**config.mk**
```make
export PLATFORM = sky130hd
export DESIGN_NAME = fetch_unit
export DESIGN_NICKNAME = d
export VERILOG_FILES = /design/src/rtl/fetch_unit.sv
export SDC_FILE = /design/constraint.sdc
export NUM_CORES = 1
export LEC_CHECK = 0
export CORE_UTILIZATION = 40
export DETAILED_ROUTE_END_ITERATION = 12
export PLACE_DENSITY = 0.64
export SLEW_MARGIN = 20
export SYNTH_ARGS = -nofsm -noshare
export SYNTH_HDL_FRONTEND = slang
export SYNTH_SLANG_ARGS = --single-unit
```
**constraint.sdc**
```tcl
create_clock -name clk -period 4.9 [get_ports clk]
set_input_delay 0.98 -clock clk [delete_from_list [all_inputs] [get_ports clk]]
set_output_delay 0.98 -clock clk [all_outputs]
set_load 0.02 [all_outputs]
```
**src/rtl/fetch_unit.sv**
```systemverilog
// fetch_unit: PC, credit-limited imem requests, DEPTH-entry instruction queue, redirect flush, halt.
// Defining FETCH_STATS_EN adds fetch_count/flush_count output ports.
module fetch_unit #(
    parameter logic [31:0] RESET_PC = 32'h0000_0000,
    parameter int          DEPTH    = 2
) (
    input  logic        clk,
    input  logic        rst,
    output logic        imem_req_valid,
    input  logic        imem_req_ready,
    output logic [31:0] imem_addr,
    input  logic        imem_rsp_valid,
    input  logic [31:0] imem_rsp_data,
    output logic [31:0] ir,
    output logic [31:0] ir_pc,
    output logic        ir_valid,
    input  logic        ir_ready,
    input  logic        redirect_valid,
    input  logic [31:0] redirect_pc,
    input  logic        halt
`ifdef FETCH_STATS_EN
    ,
    output logic [31:0] fetch_count,
    output logic [31:0] flush_count
`endif
);
    localparam int AW = $clog2(DEPTH);
    localparam int CW = AW + 1;
    localparam logic [31:0] NOP = 32'h0000_0013;

    typedef enum logic {S_RUN, S_HALT} state_t;

    state_t        r_state, w_state_nx;
    logic [31:0]   r_pc;
    logic [31:0]   r_q_data [DEPTH];
    logic [31:0]   r_q_pc   [DEPTH];
    logic [AW-1:0] r_rd, r_wr;
    logic [CW-1:0] r_cnt, r_out, r_drop;
    logic          r_rst_d;
    logic          w_xfer, w_pop, w_push, w_dropping;
    logic [CW:0]   w_credit;
    logic [CW-1:0] w_inflight;
    logic [31:0]   w_rsp_pc, w_redir_pc;

    // queued words plus in-flight requests never exceed DEPTH, so pushes cannot overflow
    assign w_credit       = {1'b0, r_cnt} + {1'b0, r_out};
    assign imem_req_valid = !rst && !r_rst_d && r_state == S_RUN && !halt && !redirect_valid
                            && w_credit < (CW+1)'(DEPTH);
    assign imem_addr      = r_pc;
    assign w_xfer         = imem_req_valid & imem_req_ready;
    assign ir_valid       = !rst && r_cnt != '0;
    assign ir             = ir_valid ? r_q_data[r_rd] : NOP;
    assign ir_pc          = ir_valid ? r_q_pc[r_rd] : '0;
    assign w_pop          = ir_valid & ir_ready & !redirect_valid;
    assign w_dropping     = r_drop != '0;
    assign w_push         = imem_rsp_valid & !w_dropping & !redirect_valid;
    assign w_redir_pc     = redirect_pc & ~32'h3;
    // kept words are contiguous and end just below pc, so the oldest sits inflight words back
    assign w_inflight     = r_out - r_drop;
    assign w_rsp_pc       = r_pc - {{(30-CW){1'b0}}, w_inflight, 2'b00};

    always_comb begin
        w_state_nx = r_state;
        if (r_state == S_RUN && halt && !redirect_valid)
            w_state_nx = S_HALT;
        else if (r_state == S_HALT && redirect_valid)
            w_state_nx = S_RUN;
    end

    always_ff @(posedge clk) begin
        r_rst_d <= rst;
        if (rst) begin
            r_state <= S_RUN;
            r_pc    <= RESET_PC;
            r_rd    <= '0;
            r_wr    <= '0;
            r_cnt   <= '0;
            r_out   <= '0;
            r_drop  <= '0;
        end else begin
            r_state <= w_state_nx;
            r_out   <= r_out + CW'(w_xfer) - CW'(imem_rsp_valid);
            if (redirect_valid) begin
                r_pc   <= w_redir_pc;
                r_rd   <= '0;
                r_wr   <= '0;
                r_cnt  <= '0;
                r_drop <= r_out - CW'(imem_rsp_valid);
            end else begin
                if (w_xfer)
                    r_pc <= r_pc + 32'd4;
                if (imem_rsp_valid && w_dropping)
                    r_drop <= r_drop - CW'(1);
                if (w_pop)
                    r_rd <= r_rd + AW'(1);
                if (w_push)
                    r_wr <= r_wr + AW'(1);
                r_cnt <= r_cnt + CW'(w_push) - CW'(w_pop);
            end
        end
    end

    always_ff @(posedge clk) begin
        if (w_push) begin
            r_q_data[r_wr] <= imem_rsp_data;
            r_q_pc[r_wr]   <= w_rsp_pc;
        end
    end

`ifdef FETCH_STATS_EN
    logic [31:0] r_fetch_count, r_flush_count;

    always_ff @(posedge clk) begin
        if (rst) begin
            r_fetch_count <= '0;
            r_flush_count <= '0;
        end else begin
            r_fetch_count <= r_fetch_count + 32'(w_xfer);
            r_flush_count <= r_flush_count + 32'(redirect_valid);
        end
    end

    assign fetch_count = r_fetch_count;
    assign flush_count = r_flush_count;
`endif
endmodule

```
==> metrics.csv, run 1 <==
stage,metric,value,unit
run_status,status,completed,
place,I/O Buffers,162,
logic_synthesis,most common cell in the netlist,edfxtp_1,
cells_and_area,proportion of layout cells with a drive suffix above 1,6.35,%
critical_path,worst path cell trace,"clkdlybuf4s50_1, buf_4, or2_2, buf_4, inv_1, nand2_1, clkdlybuf4s50_1",
critical_path,Levels on crit path,7,
global_route,initial antenna violation count,0,
logic_synthesis,synth cell count leaders,"edfxtp_1, nor2_1, mux2i_1",
pwr,Power Total,3.31,mW
global_route,GRT Util Overall,18.0,%
pwr,Pwr per Cell Area,330,nW/um2
place,dpl ws,0.611,ns
logic_synthesis,Post-synth ARST share,0,%
critical_path,CP max-delay cell,clkdlybuf4s50_1,
clock_network,"Setup Fix Bufs, Post-CTS",0,
critical_path,FF-to-FF End,r_out[1],
floorplan,initial core utilization,41.1,%
route,DR vias,5400,
route,drc violations,0,
critical_path,CP Capture Type,primary output,
clock_network,clk_lat worst skew,0.41,ns
logic_synthesis,Area contributors post-synth,"edfxtp_1, dfxtp_1, mux2i_1",
cells_and_area,fin cells,1053,
clock_network,post-CTS resize count,0,
logic_synthesis,"EDFF count, synth",124,
place,placed wire-length estimate,11.7,mm
timing,max-slew violation count,0,
timing,Clock Skew,0.0103,ns
route,"antenna viol nets, final",0,
cells_and_area,P&R area growth vs syn,30.2,%
floorplan,Die Ht,141,um
timing,f_max,0.234,GHz
logic_synthesis,Netlist cell types,51,
cells_and_area,antenna cells,0,
clock_network,cts bufs inserted,17,
global_route,largest net degree at the start of global routing,63,
logic_synthesis,Synth Instances,665,
clock_network,TritonCTS clock tree,yes,
hold_path,worst hold path type,flop to flop,
logic_synthesis,Post-Syn Area,7700,um2
logic_synthesis,Synth Area in XOR/XNOR,6.71,%
pwr,Leak,3.37,nW
cells_and_area,Finished Cell Area,10000,um2
place,Post-DP Area,9470,um2
logic_synthesis,Avg Inst Size Synth,11.6,um2
clock_network,TritonCTS Sinks,165,
route,Via density,5.13,
logic_synthesis,top_reg_cell synth,edfxtp_1,
critical_path,end of the critical path,ir[4],
critical_path,"CP delay by family, top",buffers and inverters,
route,DRT Wirelength,17.2,mm
clock_network,"CTS clk-pin slew, worst paths",0.07,ns
floorplan,core area,18800,um2
timing,Setup WS post-layout,0.624,ns
timing,final setup vio count,0,
logic_synthesis,post-synthesis adder-cell area fraction,2.14,%
timing,relative slew slack,35.9,%
cells_and_area,Final #Nets,889,
critical_path,Reg2Reg Setup Slack,1.51,ns
floorplan,Die ar.,19800,um2
logic_synthesis,"FF+latch count, synth",165,
timing,Final Critical Period,4.28,ns
critical_path,Worst R2R Path Depth,11,
global_route,vias in the first global route,5484,
pwr,peak supply drop,204,uV
critical_path,Critical Path Start,rst,
timing,final setup TNS,0,ns
critical_path,Startpoint Class,primary input,
global_route,gr ovfl total,0,
logic_synthesis,Post-Synth Simple-Gate Area,14.7,%
critical_path,crit-path max FO,60,
floorplan,# rows,50,
hold_path,Hold Startpoint,r_rd,
timing,Slew @ Worst Pin,0.962,ns
timing,RSZ-0062 raised after global routing,no,
critical_path,WP data arrival,3.30,ns
route,first drt pass iteration count,4,
floorplan,die width,141,um
place,Placed Cells incl. Taps,1021,
logic_synthesis,post-synthesis mux area share,8.05,%
logic_synthesis,post-synth top area share,48.3,%
place,placer congestion estimate,0.800,
logic_synthesis,synth warn,0,
critical_path,CP Class,primary input to primary output,
clock_network,Bufs on Longest Clock Path,2,
global_route,first-pass GRT wire length,27.8,mm
floorplan,Ports,169,
critical_path,critical path required time,3.92,ns
logic_synthesis,sequential-to-total area share from yosys stat,59.0,%
run,Max Cap Violations,0,
route,initial DRC count,320,
timing,fin crit share,87.3,%
logic_synthesis,top cell type by total area after synthesis,edfxtp_1,
logic_synthesis,post-synthesis compound-gate area fraction,5.03,%
logic_synthesis,main combinational cell family by area after synthesis,simple AND/OR/NAND/NOR gates,
critical_path,highest cell delay on the worst timing path,0.62,ns
clock_network,Hold Buf Count CTS,0,
clock_network,CTS Root Cell,clkbuf_16,
route,Routed WL per cell,16.4,um
clock_network,H-Tree Depth,4,
timing,Fin. Hold Viols,0,
critical_path,Worst Path Buf+Inv,5,
critical_path,Reg2Reg Launch Point,r_cnt[0],
[worst reg2reg max path, stage by stage, from the launching register on]
cell and delay (ns):
dfxtp_1 0.37, and2_1 0.16, fa_1 0.43, or4b_1 0.74, nor2_4 0.25, inv_1 0.34
ha_1 0.42, inv_1 0.04, ha_1 0.17, xor2_1 0.15, xnor2_1 0.16, nor2_1 0.06
[flip-flops by register name, indices dropped and copies added, names as in the netlist, named ones only]
name / cells
r_out: 2
r_rst_d: 1
r_q_data: 64
r_drop: 2
r_rd: 1
r_cnt: 2
imem_addr: 30
r_state: 1
r_q_pc: 60
r_wr: 1
[per-stage QoR]
stage          util (%)  hold slack (ns)
3_5_place_dp       50.4            0.488
3_3_place_gp       50.4            0.489
2_1_floorplan         -            0.465
5_1_grt            53.4            0.537
6_report           53.4            0.503
4_1_cts            53.4            0.507
[cell type report]
type,count,area [um2]
flip-flops and latches,165,4550
fillers,1608,8740
clock inverters,12,105
clock buffers,20,457
inverters,22,82.6
multi-input cells,429,2850
repair buffers,171,1690
well taps,234,293
[worst min-delay path by stage]
stage                          to  slack [ns]  cells past startpoint
final                        r_rd        0.50                      2
after global routing         flop        0.54                      2
after CTS                    flop        0.51                      2
after detailed placement     flop        0.49                      2
after global placement       r_rd        0.49                      2
after floorplan           r_state        0.46                      2
[cell families after synthesis]
logic type      count (synthesis)
other cells                     1
compound gates                 60
fa+ha+maj                      12
xor+xnor                       59
simple gates                  232
buf+inv                        74
mux                            62
flops                         165
[power breakdown]
part	switching [mW]	internal, mW	leakage, nW
clock	0.531	0.725	0.266
sequential	0.0566	1.59	1.47
combinational	0.217	0.191	1.63
[cell usage in the layout, fill, tap and decap left out, types with 11 or more instances in the layout]
cell / Yosys / final
nor2_1: 102 / 100
mux2i_1: 62 / 62
a31oi_1: 13 / 13
nand4_1: 11 / 11
inv_1: 22 / 22
xnor2_1: 28 / 28
nand2_1: 37 / 37
dfxtp_1: 41 / 40
nor3_1: 18 / 18
clkbuf_16: 0 / 17
a21oi_1: 13 / 13
edfxtp_1: 124 / 124
nand3_1: 16 / 16
nor4_1: 11 / 11
xor2_1: 31 / 31
clkdlybuf4s50_1: 0 / 162
[layer usage]
metal  wire (um)  GRT usage (%)  vias up
met5           0              0        -
met4         135           5.55        0
met3         832           3.74        9
met2        8350           30.0      166
met1        7900           23.6     2584
li1            -              -     2641
Note: power is estimated with default switching activity, not from simulation.
==> inputs of run 2 (changes only) <==
Settings changed: CTS_BUF_LIST set to sky130_fd_sc_hd__clkbuf_8.
==> metrics.csv, run 2 (synthesis gave the netlist of run 1 again) <==
stage,metric,value,unit,change
run_status,status,completed,,
pwr,Clock power frac,31.0,%,-6.9 points
route,first drt pass iteration count,5,,+1
floorplan,Die Ht,141,um,unchanged
pwr,Leak,3.29,nW,-2.5%
pwr,sequential fraction of design power,55.3,%,+5.6 points
global_route,largest net degree at the start of global routing,63,,unchanged
critical_path,worst path cell trace,"clkdlybuf4s50_1, buf_4, or2_2, buf_4, inv_1, nand2_1, clkdlybuf4s50_1",,
pwr,Comb pwr share,13.7,%,+1.4 points
timing,Fin. Hold Viols,0,,unchanged
clock_network,post-CTS resize count,0,,unchanged
global_route,vias in the first global route,5492,,+0.15%
cells_and_area,proportion of layout cells with a drive suffix above 1,6.35,%,unchanged
critical_path,CP Class,primary input to primary output,,
pwr,switching power,0.770,mW,-4.3%
clock_network,TritonCTS Sinks,165,,unchanged
clock_network,Hold Buf Count CTS,0,,unchanged
place,I/O Buffers,162,,unchanged
cells_and_area,Reg area,4550,um2,unchanged
clock_network,"CTS clk-pin slew, worst paths",0.09,ns,+0.02 ns
cells_and_area,Largest register FFs,64,,unchanged
critical_path,critical path required time,3.92,ns,about the same
timing,Clock Skew,0.0209,ns,+0.0106 ns
critical_path,Worst R2R Path Depth,11,,unchanged
timing,hold_ws,0.509,ns,+0.00576 ns
cells_and_area,P&R area growth vs syn,27.7,%,
timing,Setup WS post-layout,0.626,ns,+0.00264 ns
critical_path,Startpoint Class,primary input,,
critical_path,FF-to-FF End,r_out[1],,
timing,f_max,0.234,GHz,about the same
timing,fin crit share,87.2,%,about the same
cells_and_area,most flop-heavy register,r_q_data,,
critical_path,end of the critical path,ir[4],,
timing,max-slew violation count,0,,unchanged
route,DR vias,5395,,-0.093%
timing,Slew @ Worst Pin,0.963,ns,+0.000552 ns
route,initial DRC count,284,,-11%
clock_network,cts bufs inserted,17,,unchanged
cells_and_area,fill cell instance count of the final layout,1638,,+1.9%
critical_path,WP data arrival,3.29,ns,about the same
pwr,design internal power,2.20,mW,-12%
pwr,sw frac,25.9,%,+1.6 points
route,Routed WL per cell,16.4,um,about the same
floorplan,core area,18800,um2,unchanged
floorplan,Die ar.,19800,um2,unchanged
global_route,GRT Util Overall,17.9,%,-0.12 points
critical_path,Reg2Reg Setup Slack,1.48,ns,-0.03 ns
place,dpl ws,0.611,ns,unchanged
cells_and_area,most frequent cells in the layout,"clkdlybuf4s50_1, edfxtp_1, nor2_1",,
global_route,first-pass GRT wire length,27.7,mm,-0.42%
cells_and_area,"commonest non-fill, non-tap cell in the layout",clkdlybuf4s50_1,,
run,Max Cap Violations,0,,unchanged
clock_network,CTS Root Cell,clkbuf_8,,
timing,final setup vio count,0,,unchanged
clock_network,TritonCTS clock tree,yes,,
place,placed wire-length estimate,11.7,mm,unchanged
hold_path,worst hold path type,flop to flop,,
critical_path,Reg2Reg Launch Point,r_cnt[0],,
floorplan,initial core utilization,41.1,%,unchanged
cells_and_area,area of the multi-input gates,2850,um2,unchanged
critical_path,CP Capture Type,primary output,,
cells_and_area,antenna cells,0,,unchanged
place,placer congestion estimate,0.800,,unchanged
pwr,peak supply drop,158,uV,-23%
route,Via density,5.12,,about the same
critical_path,CP max-delay cell,clkdlybuf4s50_1,,
critical_path,crit-path max FO,60,,unchanged
clock_network,Bufs on Longest Clock Path,2,,unchanged
floorplan,die width,141,um,unchanged
timing,RSZ-0062 raised after global routing,no,,
cells_and_area,Final #Nets,889,,unchanged
clock_network,"Setup Fix Bufs, Post-CTS",0,,unchanged
clock_network,H-Tree Depth,4,,unchanged
floorplan,# rows,50,,unchanged
critical_path,highest cell delay on the worst timing path,0.62,ns,about the same
floorplan,Ports,169,,unchanged
route,"antenna viol nets, final",0,,unchanged
route,drc violations,0,,unchanged
critical_path,Critical Path Start,rst,,
pwr,Power Total,2.97,mW,-10%
global_route,initial antenna violation count,0,,unchanged
route,DRT Wirelength,17.2,mm,about the same
timing,relative slew slack,35.8,%,-0.037 points
pwr,Pwr per Cell Area,302,nW/um2,-8.4%
global_route,gr ovfl total,0,,unchanged
clock_network,clk_lat worst skew,0.45,ns,+0.04 ns
timing,Final Critical Period,4.27,ns,-0.00264 ns
timing,final setup TNS,0,ns,unchanged
[run 2: cell count changes in the layout (fill, tap and decap cells not counted)]
cell       before  now
clkbuf_1        1    0
clkbuf_16      17    0
clkbuf_8        2   19
inv_1          22   23
[run 2: worst min-delay path by stage]
stage / from / slack (ns) / to / cells past startpoint
4_1_cts: r_rd / 0.51 / flop / 2
3_3_place_gp: r_rd / 0.49 / r_rd / 2
6_report: r_rd / 0.51 / r_rd / 2
3_5_place_dp: r_rd / 0.49 / flop / 2
5_1_grt: r_rd / 0.54 / flop / 2
2_1_floorplan: r_state / 0.46 / r_state / 2
[run 2: layout make-up]
class,count,share of cell area [%]
inverter,22,0.839
clock buffer,19,2.66
multi-input combinational,429,29.0
tap,234,2.98
clock inverter,13,1.11
sequential,165,46.2
timing repair buffer,171,17.2
[run 2: stage by stage]
| stage | std cells | area [um2] | util (%) |
|---|---|---|---|
| 4_1_cts | 1053 | 9840 | 52.4 |
| 3_5_place_dp | 1021 | 9470 | 50.4 |
| 6_report | 1053 | 9840 | 52.4 |
| 5_1_grt | 1053 | 9840 | 52.4 |
| 2_1_floorplan | 668 | 7720 | - |
| 3_3_place_gp | 1021 | 9470 | 50.4 |
[run 2: critical path: cells and delay by family]
| family | cells | cell delay [ns] |
|---|---|---|
| buffers and inverters | 5 | 2.00 |
| and+or+nand+nor | 2 | 0.24 |
[run 2: power by group through the flow]
stage	logic (mW)	registers, mW	clock network [mW]
2_1_floorplan	0.251	1.67	0
3_3_place_gp	0.395	1.67	0
3_5_place_dp	0.409	1.68	0
4_1_cts	0.412	1.64	0.950
5_1_grt	0.451	1.65	1.01
6_report	0.408	1.64	0.921
[run 2: layer usage]
metal  vias to the layer above  global-route usage [%]  wire length [um]
met2                       170                    29.7              8330
met4                         0                    4.75               110
li1                       2632                       -                 -
met3                         7                    4.04               914
met1                      2586                    23.5              7860
met5                         -                       0                 0
